**src/rtl/data_mem_ctrl.sv**
```systemverilog
// Data memory controller with a posted-write buffer in front of a simple
// request/done bus. Writes are absorbed into the buffer without stalling
// unless it is full. Reads wait until the buffer has drained, so loads never
// overtake older stores.
//
// Optional build macro: DATAMEM_STORE_FWD_EN
//   When defined, a read that hits a buffered address returns the youngest
//   matching data in the same cycle. It does not wait for the drain and issues
//   no bus read.
//
// state  | meaning
// IDLE   | no bus transaction; drains the buffer head if one is waiting
// WR_BUS | buffer head presented on the bus as a write, waiting for bus_done
// RD_BUS | CPU read presented on the bus, waiting for bus_done
module data_mem_ctrl #(
    parameter int DATA_W     = 32,
    parameter int ADDR_W     = 32,
    parameter int WBUF_DEPTH = 4
) (
    input  logic              clk,
    input  logic              reset,
    input  logic [ADDR_W-1:0] addr,
    input  logic              we,
    input  logic              re,
    input  logic [DATA_W-1:0] data,
    input  logic              hold,
    output logic [DATA_W-1:0] q,
    output logic              busy,
    output logic              wbuf_empty,
    output logic [ADDR_W-1:0] bus_addr,
    output logic [DATA_W-1:0] bus_data,
    output logic              bus_we,
    output logic              bus_start,
    input  logic [DATA_W-1:0] bus_q,
    input  logic              bus_done
);

    localparam int             PTR_W    = $clog2(WBUF_DEPTH);
    localparam logic [PTR_W:0] CNT_ONE  = (PTR_W+1)'(1);
    localparam logic [PTR_W:0] CNT_FULL = (PTR_W+1)'(WBUF_DEPTH);
    localparam logic [PTR_W-1:0] PTR_ONE = PTR_W'(1);

    typedef enum logic [1:0] {
        IDLE   = 2'd0,
        WR_BUS = 2'd1,
        RD_BUS = 2'd2
    } state_t;

    state_t              state_q, state_d;
    logic [ADDR_W-1:0]   buf_addr_q [WBUF_DEPTH];
    logic [DATA_W-1:0]   buf_data_q [WBUF_DEPTH];
    logic [PTR_W-1:0]    wr_ptr_q, rd_ptr_q;
    logic [PTR_W:0]      count_q, count_d;
    logic [ADDR_W-1:0]   rd_addr_q;
    logic [DATA_W-1:0]   q_q, q_d;

    logic                wr_req, rd_req, full, push, pop, rd_done;
    logic                fwd_hit, fwd_rd;
    logic [DATA_W-1:0]   fwd_data;

    // A simultaneous we/re is treated as a write; hold masks both requests.
    assign wr_req  = we && !hold;
    assign rd_req  = re && !we && !hold;
    assign full    = (count_q == CNT_FULL);
    assign pop     = (state_q == WR_BUS) && bus_done;
    assign push    = wr_req && (!full || pop);
    assign rd_done = (state_q == RD_BUS) && bus_done;
    assign fwd_rd  = rd_req && fwd_hit;

`ifdef DATAMEM_STORE_FWD_EN
    // Scan the buffer from oldest to youngest so that the last match wins.
    always_comb begin
        fwd_hit  = 1'b0;
        fwd_data = '0;
        for (int k = 0; k < WBUF_DEPTH; k++) begin
            if (((PTR_W+1)'(k) < count_q) &&
                (buf_addr_q[rd_ptr_q + PTR_W'(k)] == addr)) begin
                fwd_hit  = 1'b1;
                fwd_data = buf_data_q[rd_ptr_q + PTR_W'(k)];
            end
        end
    end
`else
    assign fwd_hit  = 1'b0;
    assign fwd_data = '0;
`endif

    // Occupancy bookkeeping; a pop and a push in the same cycle cancel out.
    always_comb begin
        count_d = count_q;
        if (push && !pop) begin
            count_d = count_q + CNT_ONE;
        end else if (pop && !push) begin
            count_d = count_q - CNT_ONE;
        end
    end

    // Read data: live bus data (or forwarded data) in its own cycle, held value otherwise.
    always_comb begin
        q_d = q_q;
        if (rd_done) begin
            q_d = bus_q;
        end else if (fwd_rd) begin
            q_d = fwd_data;
        end
    end

    assign q = q_d;

    // Next state and bus/CPU outputs. Draining the buffer takes priority over a read.
    always_comb begin
        state_d    = state_q;
        bus_start  = 1'b0;
        bus_we     = 1'b0;
        bus_addr   = rd_addr_q;
        bus_data   = '0;
        busy       = 1'b0;
        wbuf_empty = (count_q == '0) && (state_q != WR_BUS);

        unique case (state_q)
            IDLE: begin
                if (count_q != '0) begin
                    state_d = WR_BUS;
                end else if (rd_req && !fwd_hit) begin
                    state_d = RD_BUS;
                end
            end
            WR_BUS: begin
                bus_start = !bus_done;
                bus_we    = 1'b1;
                bus_addr  = buf_addr_q[rd_ptr_q];
                bus_data  = buf_data_q[rd_ptr_q];
                if (bus_done) begin
                    state_d = IDLE;
                end
            end
            RD_BUS: begin
                bus_start = !bus_done;
                if (bus_done) begin
                    state_d = IDLE;
                end
            end
            default: state_d = IDLE;
        endcase

        if (wr_req) begin
            busy = !push;
        end else if (rd_req) begin
            busy = !fwd_rd && !rd_done;
        end
        if (reset) begin
            busy = 1'b0;
        end
    end

    // State, buffer pointers, captured read address and held read data.
    always_ff @(posedge clk or posedge reset) begin
        if (reset) begin
            state_q   <= IDLE;
            wr_ptr_q  <= '0;
            rd_ptr_q  <= '0;
            count_q   <= '0;
            rd_addr_q <= '0;
            q_q       <= '0;
        end else begin
            state_q <= state_d;
            count_q <= count_d;
            q_q     <= q_d;
            if (push) begin
                wr_ptr_q <= wr_ptr_q + PTR_ONE;
            end
            if (pop) begin
                rd_ptr_q <= rd_ptr_q + PTR_ONE;
            end
            if ((state_q == IDLE) && (state_d == RD_BUS)) begin
                rd_addr_q <= addr;
            end
        end
    end

    // Buffer storage; contents are don't-care until counted as valid.
    always_ff @(posedge clk) begin
        if (push) begin
            buf_addr_q[wr_ptr_q] <= addr;
            buf_data_q[wr_ptr_q] <= data;
        end
    end

endmodule
```
**config.mk**
```make
export PLATFORM = sky130hd
export DESIGN_NAME = data_mem_ctrl
export DESIGN_NICKNAME = d
export VERILOG_FILES = /design/src/rtl/data_mem_ctrl.sv
export SDC_FILE = /design/constraint.sdc
export NUM_CORES = 1
export LEC_CHECK = 0
export CELL_PAD_IN_SITES_DETAIL_PLACEMENT = 1
export CELL_PAD_IN_SITES_GLOBAL_PLACEMENT = 2
export CORE_UTILIZATION = 41
export DETAILED_ROUTE_END_ITERATION = 6
export PLACE_DENSITY_LB_ADDON = 0.1
export SETUP_SLACK_MARGIN = 0.1
export SLEW_MARGIN = 40
export SYNTH_ARGS = -nofsm -noshare
export SYNTH_HDL_FRONTEND = slang
export SYNTH_SLANG_ARGS = --single-unit
export TNS_END_PERCENT = 50
```
**constraint.sdc**
```tcl
create_clock -name clk -period 3.8 [get_ports clk]
set_clock_uncertainty 0.15 [all_clocks]
set_input_delay 0.95 -clock clk [delete_from_list [all_inputs] [get_ports clk]]
set_output_delay 0.95 -clock clk [all_outputs]
set_load 0.03 [all_outputs]
```
======== Word-level counts from Yosys, hierarchy flattened ========
Memory sizes are Yosys's and may differ from the RTL's.
Cells that the tools add are included.
storage, ports and cells
  register bits after elaboration ......... 73
  latch bits .............................. 0
  memory bits (writable) .................. 256
  ROM bits ................................ 0
  output and inout port bits .............. 100
  memories kept ........................... 2
memories
  memory      words  width  rd ports  clocked after Yosys merged registers in  wr ports  line  text
  buf_addr_q  4      32     1         0                                        1         50    logic [ADDR_W-1:0] buf_addr_q [WBUF_DEPTH];
  buf_data_q  4      32     1         0                                        1         51    logic [DATA_W-1:0] buf_data_q [WBUF_DEPTH];
operators by class
  $add $sub $neg .......................... 4
  $mul .................................... 0
  divide/modulo/power cells ............... 0
  magnitude comparators ................... 0
  equality and inequality tests ........... 5
  shifts and indexed selects .............. 0
  multiplexer cells ....................... 16
  bitwise logic cells ..................... 0
  reduce and logical (&&, ||, !) cells .... 23
operator list
  cell                   number
  $mux W32               3
  $logic_and A1 B1 Y1    10
  $logic_not A1 Y1       7
  $mux W1                7
  $mux W2                3
  $mux W3                2
  $add A2 B1 Y2 const B  2
  $eq A2 B2 Y1 const B   2
  $pmux W2 S2            1
  $add A3 B1 Y3 const B  1
  $eq A3 B3 Y1 const B   1
  $logic_not A3 Y1       1
  $reduce_bool A3 Y1     1
  $sub A3 B1 Y3 const B  1
  $eq A2 B1 Y1 const B   1
  $logic_not A2 Y1       1
  $ne A2 B1 Y1 const B   1
  $reduce_bool A2 Y1     1
  $reduce_or A2 Y1       1
  $logic_or A1 B1 Y1     1

======== Depth between registers and ports, before layout ========
  depth after elaboration ................. 8
  mapped depth ............................ 10
  mapped depth without buffers ............ 10

======== Least setup slack after synthesis ========
Ideal clock, no wire load.
  kind .................................... register -> register
  start point ............................. reg state_q[1]
  end point ............................... mem buf_addr_q[2][0], enable pin
  library setup time ...................... 0.429 ns
  arrival ................................. 3.058 ns
  required time ........................... 3.221 ns
  slack ................................... 0.163 ns
  cell stages (with the launch flop) ...... 6
  buffers on the path ..................... 0
  path through ............................ dfrtp_1 inv_1 ha_1 nand2_1 a31oi_1 and2_1
on the way
  word-level cells in the longest chain between the ends .. 6
RTL lines
  item                           line  text
  start, declared                49    state_t state_q, state_d;
  start signal, assigned         166   state_q <= state_d;
  $eq A2 B1 Y1                   65    assign pop = (state_q == WR_BUS) && bus_done;
  $logic_and A1 B1 Y1            65
  $logic_or A1 B1 Y1             66    assign push = wr_req && (!full || pop);
  $logic_and A1 B1 Y1            66
  net push                       57    logic wr_req, rd_req, full, push, pop, rd_done;
  $mux W1                        183   if (push) begin
  $mux W1 (not written as such)  184   buf_addr_q[wr_ptr_q] <= addr;
  end, declared                  50
The timed path passes the listed nets, and every way through them passes these cells.

======== Worst setup path in the final report ========
  start point ............................. reg rd_ptr_q[0]
  end point ............................... out bus_data[30]
on the way
  word-level cells in the longest chain between the ends .. 2
RTL lines
  item                    line  text
  start, declared         52    logic [PTR_W-1:0] wr_ptr_q, rd_ptr_q;
  start signal, assigned  173   rd_ptr_q <= rd_ptr_q + PTR_ONE;
  $mem_v2 Z4 W32          -
  $mux W32                120   unique case (state_q)
  end, declared           31    output logic [DATA_W-1:0] bus_data,
No other way between the ends.

==> metrics.txt <==
# TYPE chip_impl_metric gauge
chip_impl_metric{name="routed_wire_length",unit="um"} 28400
chip_impl_metric{name="htree_levels",unit=""} 2
chip_impl_metric{name="dp.final_hpwl",unit="um"} 17800
chip_impl_metric{name="dpl_cell_area",unit="sq um"} 15700
chip_impl_metric{name="max-clock-path-buffers",unit=""} 3
chip_impl_metric{name="postSynthCellCount",unit=""} 602
chip_impl_info{name="crit_end_element",value="primary output"} 1
chip_impl_metric{name="globalplace.congestion",unit=""} 0.705
chip_impl_info{name="cts_tree",value="built"} 1
chip_impl_metric{name="numClockSinks",unit=""} 329
chip_impl_metric{name="clock.fmax",unit="GHz"} 0.276
chip_impl_metric{name="final_max_slew_viol_count",unit=""} 0
chip_impl_metric{name="cts-hold-fix-buffers",unit=""} 0
chip_impl_info{name="critPathLaunchType",value="flop"} 1
chip_impl_info{name="failed_checks",value="DRC"} 1
chip_impl_metric{name="floorplan.io_pins",unit=""} 202
chip_impl_metric{name="power_per_cell_area",unit="nW/um^2"} 770
chip_impl_info{name="rsz0062_at_grt",value="yes"} 1
chip_impl_metric{name="dr.first_iter.drc_count",unit=""} 349
chip_impl_metric{name="synth.avg_cell_area",unit="sq um"} 21.4
chip_impl_metric{name="detail_route.drc_violations",unit=""} 32
chip_impl_metric{name="route.antenna.remaining_nets",unit=""} 0
chip_impl_metric{name="layout-drive-gt1-share",unit="%"} 29.6
chip_impl_metric{name="die-area",unit="sq um"} 32200
chip_impl_metric{name="dieWidth",unit="um"} 179
chip_impl_metric{name="rows",unit=""} 64
chip_impl_metric{name="period_share",unit="%"} 95.3
chip_impl_info{name="r2r-start",value="state_q[1]"} 1
chip_impl_metric{name="setup_ws_pre_cts",unit="ns"} -0.0256
chip_impl_info{name="holdCritPathClass",value="flop to flop"} 1
chip_impl_metric{name="initial_utilization",unit="%"} 42.0
chip_impl_info{name="crit-reg2reg-capture",value="count_q[2]"} 1
chip_impl_metric{name="grt_usage",unit="%"} 18.3
chip_impl_metric{name="critical_path_required",unit="ns"} 2.70
chip_impl_metric{name="clock_latency",unit="ns"} 0.50
chip_impl_metric{name="p_leak",unit="nW"} 6.43
chip_impl_metric{name="grt_start_max_net_pins",unit=""} 44
chip_impl_metric{name="overflow",unit=""} 0
chip_impl_metric{name="yosys_register_bits",unit=""} 329
chip_impl_metric{name="finish.utilization",unit="%"} 54.7
chip_impl_metric{name="wire_length_of_the_first_global_routing_pass",unit="um"} 44700
chip_impl_metric{name="final-setup-viol-count",unit=""} 0
chip_impl_metric{name="detailroute.via_count",unit=""} 6528
chip_impl_metric{name="fin_ws",unit="ns"} 0.180
chip_impl_metric{name="finalHoldViolCount",unit=""} 0
chip_impl_metric{name="cts.reportedPaths.clkPinSlew",unit="ns"} 0.06
chip_impl_metric{name="r2r_cells",unit=""} 11
chip_impl_metric{name="net_count_after_synthesis",unit=""} 714
chip_impl_metric{name="reg2reg_setup_slack",unit="ns"} 0.83
chip_impl_info{name="worstHoldEndpoint",value="q_q[10]"} 1
chip_impl_metric{name="chipHeight",unit="um"} 179
chip_impl_metric{name="port_buffers",unit=""} 201
chip_impl_metric{name="max-slew-margin-rel",unit="%"} 62.6
chip_impl_metric{name="vias_per_instance",unit=""} 5.14
chip_impl_metric{name="final_net_count",unit=""} 961
chip_impl_info{name="clock-root-buffer",value="clkbuf_16"} 1
chip_impl_metric{name="max_cap_violations",unit=""} 0
chip_impl_metric{name="finish.cell_count_without_fillers",unit=""} 1270
chip_impl_metric{name="timing.critical_path.fanout_max",unit=""} 25
chip_impl_metric{name="first_global_vias",unit=""} 7517
chip_impl_info{name="outcome",value="complete, but fails checks"} 1
chip_impl_metric{name="hold_path_depth",unit=""} 1
chip_impl_metric{name="place.detailed.instances",unit=""} 1202
chip_impl_metric{name="seq_area_frac_synth",unit="%"} 73.7
chip_impl_metric{name="syn-cell-area",unit="sq um"} 12900
chip_impl_metric{name="number_of_antenna_violations_at_the_first_check_in_global_routing",unit=""} 1
chip_impl_metric{name="worst_pin_slew",unit="ns"} 0.560
chip_impl_metric{name="period_minus_slack",unit="ns"} 3.62
chip_impl_metric{name="route.detailed.wl_per_inst",unit="um"} 22.3
chip_impl_metric{name="ir_drop",unit="uV"} 401
chip_impl_info{name="worst_setup_path_startpoint",value="rd_ptr_q[0]"} 1
chip_impl_metric{name="totalPowerFinal",unit="mW"} 13.0
chip_impl_metric{name="synth_cell_type_count",unit=""} 31
chip_impl_metric{name="post-route-cell-area",unit="sq um"} 16800
chip_impl_metric{name="layout-area-overhead-vs-synth",unit="%"} 30.4
chip_impl_info{name="hold_path.startpoint",value="q_q[10]"} 1
chip_impl_metric{name="data_arrival_time_of_the_critical_path",unit="ns"} 2.52
chip_impl_metric{name="drt_first_pass_iters",unit=""} 6
chip_impl_metric{name="ys_warn_count",unit=""} 0
chip_impl_metric{name="cts-buffers-inserted",unit=""} 37
chip_impl_info{name="timing_worst_setup_path_type",value="flop to primary output"} 1
chip_impl_metric{name="area_of_the_core",unit="sq um"} 30700
report_power, final:
part	total (mW)	switching [mW]	leakage (nW)	internal, mW
Sequential	4.69	0.243	3.30	4.45
Combinational	4.87	2.67	2.56	2.20
Clock	3.39	1.32	0.567	2.08
Total	13.0	4.23	6.43	8.73
worst max-delay path by stage:
| stage | cells past startpoint | to | slack, ns |
|---|---|---|---|
| floorplan | 5 | buf_addr_q[2][0] | 0.16 |
| global placement | 5 | q[29] | 0.004 |
| detailed placement | 5 | q[14] | -0.03 |
| CTS | 6 | bus_data[10] | 0.11 |
| global route | 6 | bus_data[0] | 0.08 |
| finish | 4 | bus_data[30] | 0.18 |
registers in the layout, summed over array words and instances (netlist names):
register    flops
wr_ptr_q        2
count_q         3
buf_data_q    128
rd_addr_q      32
buf_addr_q    128
state_q         2
q_q            32
rd_ptr_q        2
routing by layer:
metal / GRT usage (%) / share of wire (%) / vias up
li1: - / - / 2891
met5: 0 / 0 / -
met3: 4.09 / 5.1 / 44
met1: 22.5 / 40 / 3451
met4: 5.55 / 2.2 / 0
met2: 32.1 / 53 / 142
stage by stage:
step / hold WS (ns) / setup TNS [ns]
5_1_grt: 0.364 / 0
3_3_place_gp: 0.333 / 0
2_1_floorplan: 0.327 / 0
3_5_place_dp: 0.335 / -0.122
6_report: 0.345 / 0
4_1_cts: 0.346 / 0
worst max-delay path, cell delays in order (launching register included):
cell and delay [ns]:
dfrtp_4 0.47, buf_16 0.24, mux4_2 0.52, and2_1 0.19
clkdlybuf4s50_1 0.59
synth_stat cells:
library cell | number | area (sq um)
o2111ai_2 | 1 | 15.0
nand3_1 | 2 | 10.0
a2bb2oi_1 | 1 | 8.76
ha_1 | 9 | 113
clkbuf_1 | 10 | 37.5
edfxtp_1 | 256 | 7690
fa_1 | 1 | 20.0
nor3b_2 | 1 | 12.5
dfrtp_1 | 73 | 1830
nor2b_1 | 1 | 6.26
a21oi_1 | 2 | 10.0
mux2_4 | 30 | 450
buf_2 | 8 | 40.0
nand2b_1 | 2 | 12.5
buf_6 | 3 | 33.8
a21o_1 | 1 | 7.51
nor3_4 | 1 | 16.3
nand2_1 | 4 | 15.0
xnor2_1 | 4 | 35.0
a211oi_4 | 1 | 20.0
nor4_1 | 1 | 6.26
mux2_2 | 67 | 754
a32oi_1 | 1 | 8.76
a31oi_1 | 1 | 6.26
xor2_1 | 2 | 17.5
mux4_2 | 64 | 1440
o21ai_0 | 1 | 5.00
and2_1 | 36 | 225
inv_1 | 7 | 26.3
nor2_1 | 5 | 18.8
buf_1 | 6 | 22.5
placed cells by master, fill, tap and decap left out, drive strengths merged:
master | Yosys | final
nor2 | 5 | 5
diode | 0 | 1
inv | 7 | 7
clkinv | 0 | 7
o2111ai | 1 | 1
nor3 | 1 | 1
dfrtp | 73 | 73
a21o | 1 | 1
a211oi | 1 | 1
nand3 | 2 | 2
nand2 | 4 | 4
dlymetal6s2s | 0 | 5
o21ai | 1 | 1
nor4 | 1 | 1
nor3b | 1 | 1
fa | 1 | 1
and2 | 36 | 36
clkdlybuf4s50 | 0 | 111
nor2b | 1 | 1
edfxtp | 256 | 256
dlygate4sd2 | 0 | 83
a31oi | 1 | 1
mux4 | 64 | 64
a21oi | 2 | 2
mux2 | 97 | 97
a32oi | 1 | 1
bufinv | 0 | 2
ha | 9 | 9
buf | 17 | 36
xor2 | 2 | 2
clkbuf | 10 | 54
xnor2 | 4 | 4
a2bb2oi | 1 | 1
nand2b | 2 | 2
cells by family after synthesis:
kind of cell	synth area share [%]
buffers and inverters	1.24
multiplexers	20.5
AO/OA/AOI/OAI	0.630
flip-flops	73.7
AND/OR/NAND/NOR	2.50
adder cells (fa/ha/maj)	1.03
XOR/XNOR	0.407
timing repair:
action,in CTS,in global routing
setup endpoints to repair,96,10
resized for setup,85,5
buffers inserted,4,0
pin swaps,1,0
cell type report:
cell class,count,area [sq um]
antenna,1,2.50
clock buffer,54,1070
clock inverter,9,88.8
fill,2767,13900
inverter,7,28.8
multi-input combinational,239,3260
sequential,329,9520
tap,396,495
timing repair buffer,235,2360
No activity file was read; power rests on OpenSTA's default activity.
